<file path="src/rtl/pwm_pkg.sv">
// Shared definitions for the PWM fade sequencer: state encoding,
// default widths and the full-scale duty derivation.
package pwm_pkg;

  localparam int DEF_W      = 4;
  localparam int DEF_DIV_W  = 16;
  localparam int DEF_HOLD_W = 8;

  localparam logic [2:0] S_IDLE      = 3'd0;
  localparam logic [2:0] S_RAMP_UP   = 3'd1;
  localparam logic [2:0] S_HOLD_HI   = 3'd2;
  localparam logic [2:0] S_RAMP_DOWN = 3'd3;
  localparam logic [2:0] S_HOLD_LO   = 3'd4;

  // Full-scale duty word for a given duty width.
  function automatic int duty_max_of(input int w);
    return (1 << w) - 1;
  endfunction

endpackage

</file>
<file path="src/rtl/pwm_fade_seq_tick_gen.sv">
// Step-interval prescaler: while enabled, emits a one-cycle tick every
// div+1 clocks. The count restarts from zero on clear or when disabled,
// so the first tick after a clear lands div+1 clocks later.
module tick_gen
  import pwm_pkg::*;
#(
  parameter int DIV_W = DEF_DIV_W
) (
  input  logic             clk,
  input  logic             reset_n,
  input  logic             en,
  input  logic             clr,
  input  logic [DIV_W-1:0] div,
  output logic             tick
);

  localparam logic [DIV_W-1:0] CNT_ONE = DIV_W'(1);

  logic [DIV_W-1:0] cnt;

  assign tick = en && (cnt == div);

  // Prescaler count: clears on request, when idle, or after each tick.
  always_ff @(posedge clk or negedge reset_n) begin
    if (!reset_n) begin
      cnt <= '0;
    end else if (clr || !en || tick) begin
      cnt <= '0;
    end else begin
      cnt <= cnt + CNT_ONE;
    end
  end

endmodule

</file>
<file path="src/rtl/pwm_fade_seq.sv">
// Breathing-envelope duty sequencer feeding the PWM duty input:
// ramp up to full scale, dwell, ramp down to zero, dwell; one-shot or
// continuous. Rate, dwell and mode are captured when a run starts.
module pwm_fade_seq
  import pwm_pkg::*;
#(
  parameter int W      = DEF_W,
  parameter int DIV_W  = DEF_DIV_W,
  parameter int HOLD_W = DEF_HOLD_W
) (
  input  logic              clk,
  input  logic              reset_n,
  input  logic              enable,
  input  logic              start,
  input  logic              continuous,
  input  logic [DIV_W-1:0]  step_div,
  input  logic [HOLD_W-1:0] hold_ticks,
  output logic [W-1:0]      duty,
  output logic              busy,
  output logic              done
);

  localparam logic [W-1:0]      DUTY_MAX = W'(duty_max_of(W));
  localparam logic [W-1:0]      DUTY_ONE = W'(1);
  localparam logic [HOLD_W-1:0] HOLD_ONE = HOLD_W'(1);

  logic [2:0]        state;
  logic [HOLD_W-1:0] hold_cnt;
  logic [DIV_W-1:0]  step_div_q;
  logic [HOLD_W-1:0] hold_q;
  logic              cont_q;
  logic              tick;
  logic              start_acc;
  logic [W-1:0]      duty_up;
  logic [W-1:0]      duty_dn;

  // Saturating step towards full scale.
  function automatic logic [W-1:0] sat_inc(input logic [W-1:0] d);
    return (d == DUTY_MAX) ? DUTY_MAX : d + DUTY_ONE;
  endfunction

  // Saturating step towards zero.
  function automatic logic [W-1:0] sat_dec(input logic [W-1:0] d);
    return (d == '0) ? '0 : d - DUTY_ONE;
  endfunction

  assign start_acc = (state == S_IDLE) && start && enable;
  assign duty_up   = sat_inc(duty);
  assign duty_dn   = sat_dec(duty);

  tick_gen #(
    .DIV_W (DIV_W)
  ) u_tick_gen (
    .clk     (clk),
    .reset_n (reset_n),
    .en      (busy),
    .clr     (start_acc || !enable),
    .div     (step_div_q),
    .tick    (tick)
  );

  // Envelope FSM with duty register, dwell counter and captured config;
  // abort via enable outranks ticks and starts.
  always_ff @(posedge clk or negedge reset_n) begin
    if (!reset_n) begin
      state      <= S_IDLE;
      duty       <= '0;
      busy       <= 1'b0;
      done       <= 1'b0;
      hold_cnt   <= '0;
      step_div_q <= '0;
      hold_q     <= '0;
      cont_q     <= 1'b0;
    end else begin
      done <= 1'b0;
      if (!enable) begin
        state <= S_IDLE;
        duty  <= '0;
        busy  <= 1'b0;
      end else begin
        case (state)
          S_IDLE: begin
            if (start) begin
              step_div_q <= step_div;
              hold_q     <= hold_ticks;
              cont_q     <= continuous;
              state      <= S_RAMP_UP;
              busy       <= 1'b1;
            end
          end
          S_RAMP_UP: begin
            if (tick) begin
              duty <= duty_up;
              if (duty_up == DUTY_MAX) begin
                state    <= S_HOLD_HI;
                hold_cnt <= hold_q;
              end
            end
          end
          S_HOLD_HI: begin
            if (tick) begin
              if (hold_cnt == '0) begin
                state <= S_RAMP_DOWN;
              end else begin
                hold_cnt <= hold_cnt - HOLD_ONE;
              end
            end
          end
          S_RAMP_DOWN: begin
            if (tick) begin
              duty <= duty_dn;
              if (duty_dn == '0) begin
                state    <= S_HOLD_LO;
                hold_cnt <= hold_q;
              end
            end
          end
          S_HOLD_LO: begin
            if (tick) begin
              if (hold_cnt != '0) begin
                hold_cnt <= hold_cnt - HOLD_ONE;
              end else if (cont_q) begin
                state <= S_RAMP_UP;
              end else begin
                state <= S_IDLE;
                busy  <= 1'b0;
                done  <= 1'b1;
              end
            end
          end
          default: begin
            state <= S_IDLE;
            busy  <= 1'b0;
          end
        endcase
      end
    end
  end

endmodule

</file>
<file path="config.mk">
export PLATFORM = sky130hd
export DESIGN_NAME = pwm_fade_seq
export DESIGN_NICKNAME = d
export VERILOG_FILES = /design/src/rtl/pwm_pkg.sv /design/src/rtl/pwm_fade_seq_tick_gen.sv /design/src/rtl/pwm_fade_seq.sv
export SDC_FILE = /design/constraint.sdc
export NUM_CORES = 1
export LEC_CHECK = 0
export CAP_MARGIN = 0
export CORE_ASPECT_RATIO = 0.9
export CORE_MARGIN = 1
export CORE_UTILIZATION = 40
export DETAILED_ROUTE_END_ITERATION = 7
export PLACE_DENSITY_LB_ADDON = 0.3
export SLEW_MARGIN = 20
export SYNTH_ARGS = -nofsm -noshare
export SYNTH_HDL_FRONTEND = slang
export SYNTH_HIERARCHICAL = 1
export SYNTH_SLANG_ARGS = --single-unit
</file>
<file path="constraint.sdc">
create_clock -name clk -period 5.4 [get_ports clk]
set_input_delay 1.08 -clock clk [delete_from_list [all_inputs] [get_ports clk]]
set_output_delay 1.08 -clock clk [all_outputs]
set_load 0.1 [all_outputs]
</file>
# Yosys cells after proc, flatten, opt, wreduce, memory -nomap -nowiden
# Cells that the tools add are included.
# W data, S select, Z words.
[word_totals] regBits=58 latch_bits=0 ram_bits=0 mem_bits_ro=0 inputBits=29 output_inout_bits=6 wordCells=99 memories=0
[classes] add_sub_neg=4 mul=0 div_mod_pow=0 magnitude_cmp=0 eq_ne=27 n_shift=0 n_mux=39 n_bitwise=0 n_reduce_logical=20
[ops] operator="$mux W8" n=8
[ops] operator="$pmux W8 S4" n=1
[ops] operator="$mux W3" n=10
[ops] operator="$mux W4" n=5
[ops] operator="$ne A3 B3 Y1 const B" n=6
[ops] operator="$add A16 B1 Y16 const B" n=1
[ops] operator="$eq A16 B16 Y1" n=1
[ops] operator="$mux W16" n=1
[ops] operator="$pmux W3 S5" n=1
[ops] operator="$ne A3 B2 Y1 const B" n=4
[ops] operator="$mux W1" n=11
[ops] operator="$ne A2 B2 Y1 const B" n=5
[ops] operator="$reduce_and A10 Y1" n=1
[ops] operator="$reduce_and A9 Y1" n=1
[ops] operator="$eq A4 B4 Y1 const B" n=2
[ops] operator="$logic_not A4 Y1" n=2
[ops] operator="$logic_not A8 Y1" n=1
[ops] operator="$ne A2 B1 Y1 const B" n=4
[ops] operator="$pmux W4 S2" n=1
[ops] operator="$reduce_bool A8 Y1" n=1
[ops] operator="$sub A8 B1 Y8 const B" n=1
[ops] operator="$eq A3 B2 Y1 const B" n=2
[ops] operator="$reduce_and A3 Y1" n=2
[ops] operator="$reduce_and A5 Y1" n=1
[ops] operator="12 further kinds" n=17

# Depth between registers and ports, before layout
# Gate-level depths: netlist of run 1.
[depth] word_depth=7 ltp_mapped=11 ltp_nobuf=8

# Cells and area by module
# Netlist of run 1, hierarchy kept.
[modules_own_cells] module="pwm_fade_seq" instances=1 cells_each=213 area_each_um2=2265.9 seq_area_each_um2=1051.0
[modules_own_cells] module="tick_gen" instances=1 cells_each=112 area_each_um2=1101.1 seq_area_each_um2=400.4

# Worst setup path after synthesis of run 1
# OpenSTA, ideal clock, no wires.
[synth_path] kind="reg-to-reg" from="register busy" to="register hold_cnt[1]" setup_time_ns=0.125 arrival_ns=3.036 required_ns=5.275 setup_slack_ns=2.239 stages_incl_launch_ff=10 path_buffers=4 period_less_slack_ns=3.161 cell_sequence="dfrtp_1 -> and2_1 -> clkbuf_1 -> buf_1 -> and2_1 -> clkbuf_1 -> nand2_1 -> or3_1 -> buf_6 -> mux2_4"
[synth_via] elab_chain_cells=3 word_cells_on_any_way=6 cone_classes="eq/ne (4); reduce/logical (2)"
[synth_rtl] item="start, declared" line="pwm_fade_seq.sv:19" text="output logic busy,"
[synth_rtl] item="start signal, assigned" line="pwm_fade_seq.sv:68" text="busy <= 1'b0;"
[synth_rtl] item="start signal, assigned" line="pwm_fade_seq.sv:79" text="busy <= 1'b0;"
[synth_rtl] item="start signal, assigned" line="pwm_fade_seq.sv:88" text="busy <= 1'b1;"
[synth_rtl] item="$logic_and A1 B1 Y1 *" line="pwm_fade_seq_tick_gen.sv:21" text="assign tick = en && (cnt == div);"
[synth_rtl] item="named net tick" line="pwm_fade_seq.sv:32" text="logic tick;"
[synth_rtl] item="$ne A2 B1 Y1 (no source line)"
[synth_rtl] item="$reduce_and A10 Y1 (no source line) *"
[synth_rtl] item="end signal, assigned" line="pwm_fade_seq.sv:96" text="hold_cnt <= hold_q;"
[synth_rtl] item="end signal, assigned" line="pwm_fade_seq.sv:105" text="hold_cnt <= hold_cnt - HOLD_ONE;"
[synth_rtl] item="end signal, assigned" line="pwm_fade_seq.sv:114" text="hold_cnt <= hold_q;"
[synth_rtl] item="end, declared" line="pwm_fade_seq.sv:28" text="logic [HOLD_W-1:0] hold_cnt;"
# The timed path passes the listed nets; every way through them passes the cells marked *.
# A chain may end at the register's enable or synchronous reset.

# Final worst setup path of run 1
[layout_path] from="register u_tick_gen.cnt[9]" to="register hold_cnt[1]"
[layout_via] elab_chain_cells=4 word_cells_on_any_way=7 cone_classes="eq/ne (5); reduce/logical (2)"
[layout_rtl] item="start, declared" line="pwm_fade_seq_tick_gen.sv:19" text="logic [DIV_W-1:0] cnt;"
[layout_rtl] item="start signal, assigned" line="pwm_fade_seq_tick_gen.sv:30" text="cnt <= cnt + CNT_ONE;"
[layout_rtl] item="$eq A16 B16 Y1 *" line="pwm_fade_seq_tick_gen.sv:21"
[layout_rtl] item="$logic_and A1 B1 Y1 *" line="pwm_fade_seq_tick_gen.sv:21"
[layout_rtl] item="named net tick" line="pwm_fade_seq.sv:32"
[layout_rtl] item="$ne A2 B1 Y1 (no source line)"
[layout_rtl] item="$reduce_and A10 Y1 (no source line) *"
# Marks and branches as above.

==> results of run 1 <==
-- cells by family after synthesis --
| family | Yosys count | synth area share, % |
|---|---|---|
| flip-flops | 58 | 43.11 |
| AO/OA/AOI/OAI | 78 | 15.94 |
| AND/OR/NAND/NOR | 94 | 16.54 |
| adder cells (fa/ha/maj) | 6 | 2.230 |
| buffers and inverters | 31 | 4.645 |
| XOR/XNOR | 28 | 7.507 |
| multiplexers | 30 | 10.03 |
-- cells in the final DEF, fill, tap and decap left out, types with 6 or more instances in the layout --
cell type / netlist / final
nand4_1: 6 / 6
nand3_1: 9 / 9
a21oi_1: 19 / 19
clkdlybuf4s50_1: 0 / 33
a211oi_1: 12 / 12
clkbuf_8: 0 / 9
xnor2_1: 25 / 25
mux2_2: 26 / 26
dfrtp_1: 58 / 58
nor2_1: 22 / 22
nor3_1: 7 / 7
o21ai_0: 19 / 19
nor4_1: 7 / 7
ha_1: 6 / 6
inv_1: 11 / 11
nand2_1: 14 / 14
-- power groups by stage --
stage | logic (W) | registers [W] | clock network, W
after floorplan | 0.000151 | 0.000540 | 0
after global placement | 0.000209 | 0.000548 | 0
after detailed placement | 0.000214 | 0.000548 | 0
after CTS | 0.000215 | 0.000540 | 0.000357
after global routing | 0.000234 | 0.000547 | 0.000378
final | 0.000213 | 0.000540 | 0.000346
-- through the flow --
stage | setup slack, ns | area (um^2)
2_1_floorplan | 2.239 | 3367
5_1_grt | 1.878 | 3902
3_3_place_gp | 2.134 | 3734
4_1_cts | 2.061 | 3902
3_5_place_dp | 2.071 | 3734
6_report | 2.052 | 3902
-- cell type report --
type / count / share of cell area [%]
clock inverters: 6 / 1.154
multi-input cells: 236 / 45.08
inverters: 11 / 1.058
well taps: 99 / 3.174
clock buffers: 9 / 3.174
repair buffers: 37 / 9.170
flip-flops and latches: 58 / 37.19
-- metal layers --
metal | vias up | part of all wire (%)
li1 | 1241 | -
met1 | 1246 | 50
met2 | 68 | 44
met3 | 8 | 4.4
met4 | 0 | 1.2
met5 | - | 0
-- path summary, 6_finish.rpt --
path                                              end  slack (ns)  depth (start not counted)
setup / recovery              hold_cnt[1]$_DFFE_PN0P_        2.05                          7
hold / removal                  hold_q[3]$_DFFE_PN0P_        0.51                          1
setup reg to reg              hold_cnt[1]$_DFFE_PN0P_        2.05                          7
hold reg to reg                 hold_q[3]$_DFFE_PN0P_        0.51                          1
max in group asynchronous     hold_cnt[0]$_DFFE_PN0P_        4.03                          2
min in group asynchronous  step_div_q[10]$_DFFE_PN0P_        0.87                          2
-- registers in the layout, summed over array words and instances, names as in the netlist --
name and cells:
hold_cnt 8, busy 1, hold_q 8, u_tick_gen/cnt 16, step_div_q 16, cont_q 1
duty 4, done 1, state 3
==> results.tsv, run 1 <==
metric	value	unit
# IOs	35	
yosys warns	6	
worst skew pair latency	0.33	ns
FF+latch area	1451	um^2
total global routing overflow	0	
Pleak	1.503	nW
Hold Crit Start	hold_q[3]$_DFFE_PN0P_	
Final nets	388	
Num CTS Buffers	9	
Synth Cell Area	3367	um^2
GR Util All Layers	17.18	%
async set-reset flop share out of synthesis	100.0	%
wire per inst	15.57	um
clock share of power	31.5	%
PostCTS Resize Cnt	0	
placed cells	441	
detailed-route DRC error count	0	
skew final	0.006014	ns
synth cell count leaders	dfrtp_1 (58), mux2_2 (26), xnor2_1 (25), nor2_1 (22)	
Ant. Diodes	0	
Crit. End Element	flop	
Int Pwr	0.0007685	W
layout cell share with drive strength beyond 1	17.93	%
core footprint	8107	um^2
Buf/Inv on CP	0	
gr busiest metal	met2	
P_sw	0.0003305	W
global-route wire length before repair	11790	um
Final GP Congestion	0.8229	
dpl hpwl	4898	um
sw frac	30.08	%
RSZ-0062 raised after global routing	false	
net count after synthesis	360	
Max-slew headroom	35.12	%
postcts setup bufs	0	
worst slew pin tran	0.9702	ns
Detail Route Antenna Nets	0	
Cell Chain, Critical Path	xnor2_1 > nand4_1 > nor4_4 > and2_1 > nand2_1 > or3_1 > mux2_4	
fmax	298.7	MHz
worst vdd ir	0.1969	mV
CTS H-tree lvls	3	
CTS tree	built	
CP max stage cell	nor4_4	
Max Root-Sink Buffers	2	
PwrDens	281.6	nW/um^2
clk root buf	clkbuf_8	
final-report setup violation count	0	
area of the multi-input gates	1759	um^2
final hold viol count	0	
Main synth FF type	dfrtp_1	
origin of the critical flop-to-flop path	u_tick_gen/cnt[9]$_DFF_PN0_	
Initial Utilization	41.53	%
fin crit period	3.348	ns
Largest stage delay, worst path	0.86	ns
hold_buf cts	0	
status	complete, no violations	
PnR Total Power	0.001099	W
crit path DAT	3.57	ns
Comb pwr share	19.4	%
count leader, synth	dfrtp_1	
ranking of synthesized cells by area	dfrtp_1 (43%), mux2_2 (8.7%), xnor2_1 (6.5%)	
Critical Path Source	u_tick_gen/cnt[9]$_DFF_PN0_	
Reg power frac	49.1	%
type of origin of the critical path	flop	
final core occ	48.14	%
Post-synth EDFFs	0	
area added between synthesis and finish	15.90	%
Vias	2563	
crit-path max FO	17	
overall routed net length	7100	um
setup tns final	0	ns
Clock transition at path regs	0.07	ns
Detailed Route Iter0 Violations	117	
fin cells	456	
Yosys reg bits	58	
met1 Use GR	24.17	%
Die W	98.71	um
Cells after Synth	325	
syn_area_per_cell	10.36	um^2
Sink Count	58	
CP Data Required Time	5.62	ns
Hold WC Path Type	reg -> reg	
Die Y	89.04	um
Tcrit/Tclk final	62.01	%
Hold WS	0.5088	ns
leading area contributor after synthesis	dfrtp_1	
Max Cap Viol	0	
die area	8789	um^2
pin count of the biggest net entering global routing	59	
IO buf count	34	
first-pass iteration count of the detailed router	4	
vias in the first global route	2359	
post-synthesis sequential area ratio	43.11	%
Unique masters post-synth	56	
met3 global-route usage	4.144	%
Filler Cell Count	739	
top cell type's share of synthesized area	43.11	%
max-slew violations	0	
GR Util met2	26.25	%
initial antenna violation count	0	
routed vias/inst	5.621	
WS Path Type	reg -> reg	
FP Rows	31	
Crit path max-delay family	simple AND/OR/NAND/NOR gates	
(Power assumes the default switching activity.)
==> inputs of run 2 (changes only) <==
==> constraint.sdc (replaced) <==
create_clock -name clk -period 3.3 [get_ports clk]
set_input_delay 0.66 -clock clk [delete_from_list [all_inputs] [get_ports clk]]
set_output_delay 0.66 -clock clk [all_outputs]
set_load 0.1 [all_outputs]
==> run 2 against run 1 <==
  * Die area did not move
  * First-iteration DRC count rose by 32%
  * Final cell count rose by 1.1%
  * Flip-flop and latch count did not move
  * Highest routed layer unchanged
  * Critical endpoint unchanged
==> results.tsv, run 2 (synthesis results as in run 1) <==
metric	value	unit	change
Max Cap Viol	0		unchanged
commonest non-fill, non-tap cell in the layout	dfrtp_1		unchanged
Tcrit/Tclk final	82.08	%	was 62.01%
crit path DAT	2.93	ns	was 3.57 ns
Comb pwr share	18.9	%	was 19.4%
FP Rows	31		unchanged
Pleak	1.558	nW	was 1.503 nW
status	complete, no violations		unchanged
detailed-route DRC error count	0		unchanged
Ant. Diodes	0		unchanged
total global routing overflow	0		unchanged
RSZ-0062 raised after global routing	false		unchanged
CP Data Required Time	3.52	ns	was 5.62 ns
Max Root-Sink Buffers	2		unchanged
CTS tree	built		unchanged
Reg power frac	46.3	%	was 49.1%
overall routed net length	7207	um	was 7100 um
skew final	0.009035	ns	was 0.006014 ns
final-report setup violation count	0		unchanged
PostCTS Resize Cnt	0		unchanged
setup tns final	0	ns	unchanged
dpl hpwl	5162	um	was 4898 um
area added between synthesis and finish	17.76	%	was 15.90%
max-slew violations	0		unchanged
Detailed Route Iter0 Violations	154		was 117
crit-path max FO	8		was 17
Detail Route Antenna Nets	0		unchanged
vias in the first global route	2372		was 2359
commonest cells after routing, fill and taps aside	dfrtp_1 (58), clkdlybuf4s50_1 (27), mux2_2 (26), xnor2_1 (25), nor2_1 (22)		was dfrtp_1 (58), clkdlybuf4s50_1 (33), mux2_2 (26), xnor2_1 (25), nor2_1 (22)
clk root buf	clkbuf_8		unchanged
Initial Utilization	41.53	%	unchanged
pin count of the biggest net entering global routing	25		was 59
worst vdd ir	0.2992	mV	was 0.1969 mV
Die W	98.71	um	unchanged
type of origin of the critical path	flop		unchanged
P_sw	0.0005482	W	was 0.0003305 W
# IOs	35		unchanged
Filler Cell Count	740		was 739
GR Util All Layers	17.17	%	was 17.18%
hold_buf cts	0		unchanged
worst slew pin tran	0.7589	ns	was 0.9702 ns
wire per inst	15.63	um	was 15.57 um
fin crit period	2.708	ns	was 3.348 ns
initial antenna violation count	0		unchanged
Crit. End Element	flop		unchanged
global-route wire length before repair	11790	um	unchanged
Sink Count	58		unchanged
Max-slew headroom	49.02	%	was 35.12%
Die Y	89.04	um	unchanged
Int Pwr	0.001364	W	was 0.0007685 W
layout cell share with drive strength beyond 1	20.72	%	was 17.93%
final hold viol count	0		unchanged
fmax	369.2	MHz	was 298.7 MHz
Num CTS Buffers	9		unchanged
largest registers	step_div_q (16), u_tick_gen/cnt (16)		unchanged
PwrDens	482.3	nW/um^2	was 281.6 nW/um^2
sw frac	28.67	%	was 30.08%
core footprint	8107	um^2	unchanged
Vias	2644		was 2563
IO buf count	34		unchanged
Clock transition at path regs	0.07	ns	about the same
Cell Chain, Critical Path	inv_1 > ha_1 > nor3b_1 > nand2_1 > a311oi_2 > or3_1 > mux2_4		was xnor2_1 > nand4_1 > nor4_4 > and2_1 > nand2_1 > or3_1 > mux2_4
PnR Total Power	0.001912	W	was 0.001099 W
Final GP Congestion	0.8876		was 0.8229
worst skew pair latency	0.34	ns	was 0.33 ns
Hold WC Path Type	in -> async		was reg -> reg
Final nets	392		was 388
routed vias/inst	5.735		was 5.621
first-pass iteration count of the detailed router	4		unchanged
clock share of power	34.8	%	was 31.5%
die area	8789	um^2	unchanged
WS Path Type	reg -> reg		unchanged
Largest stage delay, worst path	0.57	ns	was 0.86 ns
CTS H-tree lvls	3		unchanged
CP max stage cell	a311oi_2		was nor4_4
postcts setup bufs	0		unchanged
==> run 2: final cells by class <==
class / instances / area (um^2) / area share, %
clock buffer: 10 / 137.6 / 3.471
tap: 99 / 123.9 / 3.124
timing repair buffer: 41 / 385.4 / 9.719
inverter: 11 / 41.29 / 1.041
multi-input combinational: 236 / 1759 / 44.37
sequential: 58 / 1451 / 36.60
clock inverter: 6 / 66.31 / 1.672
==> run 2: worst paths after layout <==
| kind | startpoint | endpoint | slack [ns] | depth (start not counted) |
|---|---|---|---|---|
| min in group clk | hold_q[3]$_DFFE_PN0P_ | hold_q[3]$_DFFE_PN0P_ | 0.51 | 1 |
| min | reset_n | step_div_q[10]$_DFFE_PN0P_ | 0.28 | 1 |
| min reg2reg | hold_q[3]$_DFFE_PN0P_ | hold_q[3]$_DFFE_PN0P_ | 0.51 | 1 |
| max reg2reg | hold_cnt[0]$_DFFE_PN0P_ | hold_cnt[1]$_DFFE_PN0P_ | 0.59 | 7 |
| max | hold_cnt[0]$_DFFE_PN0P_ | hold_cnt[1]$_DFFE_PN0P_ | 0.59 | 7 |
| max in group asynchronous | reset_n | duty[0]$_DFFE_PN0P_ | 2.37 | 2 |
==> run 2: stage by stage <==
step           cells  hold WS, ns  instance area, um^2  utilization, %  setup WS [ns]
6_report         461       0.2845                 3965           48.91         0.5915
5_1_grt          461       0.3165                 3965           48.91         0.4094
4_1_cts          461       0.2917                 3965           48.91         0.5934
3_5_place_dp     445       0.4981                 3761           46.40         0.6150
3_3_place_gp     445       0.4932                 3761           46.40         0.7142
2_1_floorplan    325       0.3644                 3367               -         0.1388
==> run 2: layer usage <==
| layer | up-vias | track usage [%] | part of all wire, % |
|---|---|---|---|
| li1 | 1258 | - | - |
| met5 | - | 0 | 0 |
| met1 | 1274 | 24.58 | 49 |
| met2 | 96 | 25.74 | 44 |
| met3 | 16 | 2.737 | 4.5 |
| met4 | 0 | 8.005 | 2.2 |
==> run 2: critical path: cells and delay by family (launching register included) <==
kind / cells / cell delay, ns
flip-flops: 1 / 0.40
AND/OR/NAND/NOR: 3 / 1.02
multiplexers: 1 / 0.33
adder cells (fa/ha/maj): 1 / 0.16
AO/OA/AOI/OAI: 1 / 0.57
buffers and inverters: 1 / 0.11
==> run 2: power groups by stage <==
stage / combinational (W) / clock (W) / sequential [W]
floorplan: 0.000248 / 0 / 0.000883
global placement: 0.000352 / 0 / 0.000897
detailed placement: 0.000363 / 0 / 0.000900
CTS: 0.000366 / 0.000680 / 0.000886
global route: 0.000398 / 0.000712 / 0.000897
finish: 0.000361 / 0.000665 / 0.000886
